`src/rtl/reg_bank_wr_8x16.sv`:
```
// reg_bank_wr_8x16
//   Write side of an 8-entry register bank with a sequenced bank-clear.
//   Write select k loads register r(k+1); the register outputs feed the
//   read mux directly, so select k means the same register on both sides.
//   The clear sweep writes CLR_VAL to r1..r8 on eight successive edges.
//
// Ports
//   clk     in   rising-edge clock
//   rst     in   asynchronous active-high reset
//   D       in   [0:WIDTH-1] write data (bit 0 is MSB)
//   W_sel   in   [0:2] write select, k -> r(k+1)
//   W_en    in   write request
//   clr     in   bank-clear request
//   r1..r8  out  [0:WIDTH-1] register contents (flop outputs)
//   wr_ack  out  high for the cycle following an accepted write
//   busy    out  high while the clear sweep runs
//
// State | meaning
// ------+-------------------------------------------------------------
// IDLE  | accepting writes; clr starts a sweep and drops any coincident write
// CLEAR | writing CLR_VAL to r(idx+1) each edge; W_en and clr ignored

module reg_bank_wr_8x16 #(
   parameter int                 WIDTH   = 16,
   parameter logic [0:WIDTH-1]   CLR_VAL = '0
) (
   input  logic               clk,
   input  logic               rst,
   input  logic [0:WIDTH-1]   D,
   input  logic [0:2]         W_sel,
   input  logic               W_en,
   input  logic               clr,
   output logic [0:WIDTH-1]   r1,
   output logic [0:WIDTH-1]   r2,
   output logic [0:WIDTH-1]   r3,
   output logic [0:WIDTH-1]   r4,
   output logic [0:WIDTH-1]   r5,
   output logic [0:WIDTH-1]   r6,
   output logic [0:WIDTH-1]   r7,
   output logic [0:WIDTH-1]   r8,
   output logic               wr_ack,
   output logic               busy
);

   localparam logic [0:0] ST_IDLE  = 1'b0;
   localparam logic [0:0] ST_CLEAR = 1'b1;

   logic [0:WIDTH-1] regs_q [8];
   logic [0:WIDTH-1] regs_d [8];
   logic [0:0]       state_q, state_d;
   logic [2:0]       idx_q, idx_d;
   logic             busy_q, busy_d;
   logic             ack_q, ack_d;

   always_comb begin
      regs_d  = regs_q;
      state_d = state_q;
      idx_d   = idx_q;
      busy_d  = busy_q;
      ack_d   = 1'b0;
      case (state_q)
         ST_IDLE: begin
            if (clr) begin
               state_d = ST_CLEAR;
               idx_d   = 3'd0;
               busy_d  = 1'b1;
            end else if (W_en) begin
               regs_d[W_sel] = D;
               ack_d         = 1'b1;
            end
         end
         ST_CLEAR: begin
            regs_d[idx_q] = CLR_VAL;
            if (idx_q == 3'd7) begin
               state_d = ST_IDLE;
               idx_d   = 3'd0;
               busy_d  = 1'b0;
            end else begin
               idx_d = idx_q + 3'd1;
            end
         end
         default: begin
            state_d = ST_IDLE;
            idx_d   = 3'd0;
            busy_d  = 1'b0;
         end
      endcase
   end

   // Reset clears to zero rather than CLR_VAL and aborts any sweep in flight.
   always_ff @(posedge clk or posedge rst) begin
      if (rst) begin
         for (int i = 0; i < 8; i++) regs_q[i] <= '0;
         state_q <= ST_IDLE;
         idx_q   <= 3'd0;
         busy_q  <= 1'b0;
         ack_q   <= 1'b0;
      end else begin
         regs_q  <= regs_d;
         state_q <= state_d;
         idx_q   <= idx_d;
         busy_q  <= busy_d;
         ack_q   <= ack_d;
      end
   end

   assign r1     = regs_q[0];
   assign r2     = regs_q[1];
   assign r3     = regs_q[2];
   assign r4     = regs_q[3];
   assign r5     = regs_q[4];
   assign r6     = regs_q[5];
   assign r7     = regs_q[6];
   assign r8     = regs_q[7];
   assign wr_ack = ack_q;
   assign busy   = busy_q;

endmodule

```
`config.mk`:
```
export PLATFORM = sky130hd
export DESIGN_NAME = reg_bank_wr_8x16
export DESIGN_NICKNAME = d
export VERILOG_FILES = /design/src/rtl/reg_bank_wr_8x16.sv
export SDC_FILE = /design/constraint.sdc
export NUM_CORES = 1
export LEC_CHECK = 0
export ABC_AREA = 1
export ABC_CLOCK_PERIOD_IN_PS = 9000
export CORE_MARGIN = 5
export CORE_UTILIZATION = 52
export CTS_CLUSTER_DIAMETER = 120
export DETAILED_ROUTE_END_ITERATION = 8
export PLACE_DENSITY = 0.82
export SLEW_MARGIN = 15
export SYNTH_ARGS = -nofsm -noshare
export SYNTH_HDL_FRONTEND = slang
export SYNTH_SLANG_ARGS = --single-unit
export TNS_END_PERCENT = 20
```
`constraint.sdc`:
```
create_clock -name clk -period 9 [get_ports clk]
set_input_delay 1.8 -clock clk [delete_from_list [all_inputs] [get_ports clk]]
set_output_delay 1.8 -clock clk [all_outputs]
set_load 0.05 [all_outputs]
```
==> metrics.md <==
| Metric | Value |
|---|---|
| Worst hold path stage count | 2 |
| Final-report hold violation count | 0 |
| Sequential share of the synthesized area | approximately 59% |
| Crit path capture type | flip-flop |
| Pin count of the biggest net entering global routing | between 70 and 80 |
| Sum Neg Setup Slack | 0 ps |
| P per Cell Area | a little under 300 mW/mm² |
| DRC marker count from the first detailed-route iteration | between 500 and 600 |
| Status | finished, final reports clean |
| Max-cap violations | 0 |
| Achievable frequency | about 270 MHz |
| Overall routed net length | ~18000 µm |
| Final Cycle Share | approximately two fifths |
| Unrepaired setup endpoints after global routing | no |
| Synthesis-to-layout area growth | 36.1% |
| Number of levels in the clock H-tree | 4 |
| Total CTS buffers | 17 |
| Setup Skew | between 7 and 8 ps |
| Global-route wire length before repair | about 29000 µm |
| Relative slew slack | between 30% and 40% |
| CTS clock-pin slew for the worst setup and hold paths | about 60 ps |
| Final RePlAce weighted congestion | between 0.8 and 0.9 |
| Initial Utilization | 52.8% |
| Cell Rows | 38 |
| Detailed-route wire length on metal 1 | ~7000 µm |
| Actual slew at the worst max-slew pin | around 1000 ps |
| Met2 Wirelength | roughly 8500 µm |
| Die Y | around 110 µm |
| Power Total | 2.26 mW |
| Initial antenna violation count | 0 |
| Buffers on Ports | about 150 |
| Number of fill cells | 797 |
| Placed inst area | just over 0.007 mm² |
| Hold buffer count at cts | 0 |
| Finished layout cell area | around 0.0078 mm² |
| Buffer levels on the longest clock path | 2 |
| Synth cell types | 20 |
| WP data required | between 9000 and 10000 ps |
| Flops & latches, synth | 134 |
| Top-level I/O count | approximately 150 |
| Detail Route Antenna Nets | 0 |
| Aggregate global-route resource usage | roughly 28% |
| Peak supply drop | approximately 0.00018 V |
| PostCTS Resize Cnt | 0 |
| Sum of net half-perimeters after detailed placement | about 12000 µm |
| Per-cell via count in the routed design | between 5 and 6 |
| Data arrival, critical path | around 4100 ps |
| Root Buffer | sky130_fd_sc_hd__clkbuf_8 |
| Length in cells of the worst reg-to-reg path | 4 |
| Count of TritonRoute iterations in the first routing pass | 5 |
| Number of diodes | 0 |
| Total congestion overflow | 0 |
| DRC errors left | 0 |
| Crit path max fanout | 50 |
| Die outline width | roughly 110 µm |
| Detailed-route wire length per cell | 19.9 µm |
| Post-Syn Nets | around 660 |
| Number of clock sinks | about 130 |
| CTS tree | built |
| Final Slew Violations | 0 |
| Met3 wire len | ~2000 µm |
| Cell count after synthesis | ~640 |
| Type of the most critical hold path | flip-flop to flip-flop |
| Highest layer used for signal routing | met4 |
| Summed instance area of the synthesized netlist | ~0.0057 mm² |
| Critical Path Start Type | input pin |
| Post-layout minimum cycle time | between 3000 and 4000 ps |
| Average cell area after synthesis | 8.98 µm² |
| Critical path class | input pin to flip-flop |
| Final setup viols | 0 |
| Leakage power | about 4.0 nW |
| Final net count | 782 |
| Total number of yosys warnings | 0 |
| Core outline area | around 0.011 mm² |
| Vias in the first global route | about 5300 |
| Latest clock arrival within the worst-skew pair | 520 ps |
| DP Worst Slack | between 4000 and 5000 ps |
| Worst hold margin | approximately 500 ps |
| Vias | roughly 5400 |
| Total Die Area | roughly 0.013 mm² |
| Final setup margin | around 5300 ps |
| Buffers inserted during post-CTS setup optimization | 0 |
| Fraction of final layout cells with drive strength greater than 1 | about 6.2% |
-- state kept, by name, summed over array words and instances, names as in the netlist --
| signal | cells |
|---|---|
| busy | 1 |
| idx_q | 3 |
| r1 | 16 |
| r2 | 16 |
| r3 | 16 |
| r4 | 16 |
| r5 | 16 |
| r6 | 16 |
| r7 | 16 |
| r8 | 16 |
| state_q | 1 |
| wr_ack | 1 |
-- per-layer routing --
metal  track usage, %  vias up
li1                 -     2365
met1             35.8     2646
met2             44.9      324
met3             9.62       60
met4             12.1        0
met5                0        -
-- path summary, 6_finish.rpt --
| check | start | endpoint | slack, ps |
|---|---|---|---|
| max in group asynchronous | rst | r6[1] | 5830 |
| worst max-delay path | W_en | r1[9] | 5330 |
| worst max register to register | state_q | r1[9] | 6590 |
| worst min register to register | r6[2] | r6[2] | 500 |
| min in group asynchronous | rst | r5[2] | 1850 |
| worst min-delay path | r6[2] | r6[2] | 500 |
-- worst max-delay path, cell delays in order --
cell and delay [ps]:
sky130_fd_sc_hd__clkdlybuf4s50_1 660, sky130_fd_sc_hd__inv_2 60, sky130_fd_sc_hd__nor2_2 80, sky130_fd_sc_hd__buf_4 420, sky130_fd_sc_hd__nand4_1 680, sky130_fd_sc_hd__nand3_1 280, sky130_fd_sc_hd__nand2_1 80
-- placed cells by master, fill, tap and decap left out, types with 2 or more instances in the layout --
cell and n:
sky130_fd_sc_hd__dfrtp_1 134, sky130_fd_sc_hd__o21ai_0 2, sky130_fd_sc_hd__nor2_1 10, sky130_fd_sc_hd__nor3_4 4, sky130_fd_sc_hd__nor2_2 2, sky130_fd_sc_hd__bufinv_16 3
sky130_fd_sc_hd__inv_2 5, sky130_fd_sc_hd__clkinv_4 4, sky130_fd_sc_hd__clkbuf_16 16, sky130_fd_sc_hd__clkdlybuf4s50_1 152, sky130_fd_sc_hd__clkbuf_8 2, sky130_fd_sc_hd__clkinv_2 2
sky130_fd_sc_hd__inv_6 4, sky130_fd_sc_hd__a21oi_1 3, sky130_fd_sc_hd__nand4_1 54, sky130_fd_sc_hd__buf_4 2, sky130_fd_sc_hd__ha_1 3, sky130_fd_sc_hd__nand2_1 225
sky130_fd_sc_hd__inv_1 7, sky130_fd_sc_hd__nand3_1 129
-- kinds of logic after synthesis --
group	share of synthesized area, %
AOI/OAI and AO/OA	0.571
DFF	58.8
adders and majority gates	0.659
and+or+nand+nor	34.6
buffers and inverters	5.36
-- cells in the mapped netlist (all sizes together) --
library cell | count | share of area (%)
a21oi | 3 | 0.26
nor2 | 13 | 1.1
nand3 | 129 | 11
nor3 | 4 | 1.1
o21ai | 2 | 0.18
o31ai | 1 | 0.13
nand2 | 227 | 15
buf | 25 | 2.7
nand4 | 54 | 5.9
dfrtp | 134 | 59
clkbuf | 27 | 1.8
inv | 13 | 0.86
ha | 3 | 0.66
-- through the flow --
stage               util [%]  std cells
floorplan                  -        635
global placement        66.3        877
detailed placement      66.3        877
CTS                     71.9        909
global route            71.9        909
finish                  71.9        909
-- final cells by class --
class	count	area [µm²]	share of cell area (%)
inverters	13	51.3	0.661
clock inverters	13	170	2.19
repair buffers	154	1540	19.8
clock buffers	19	432	5.56
well taps	140	175	2.26
multi-input cells	436	2040	26.3
flip-flops and latches	134	3350	43.2
-- power breakdown --
group | total [mW] | internal, mW | switching (mW)
registers | 0.769 | 0.697 | 0.0716
clock network | 0.708 | 0.434 | 0.274
logic | 0.782 | 0.209 | 0.573
total | 2.26 | 1.34 | 0.919
(Power assumes the default switching activity.)
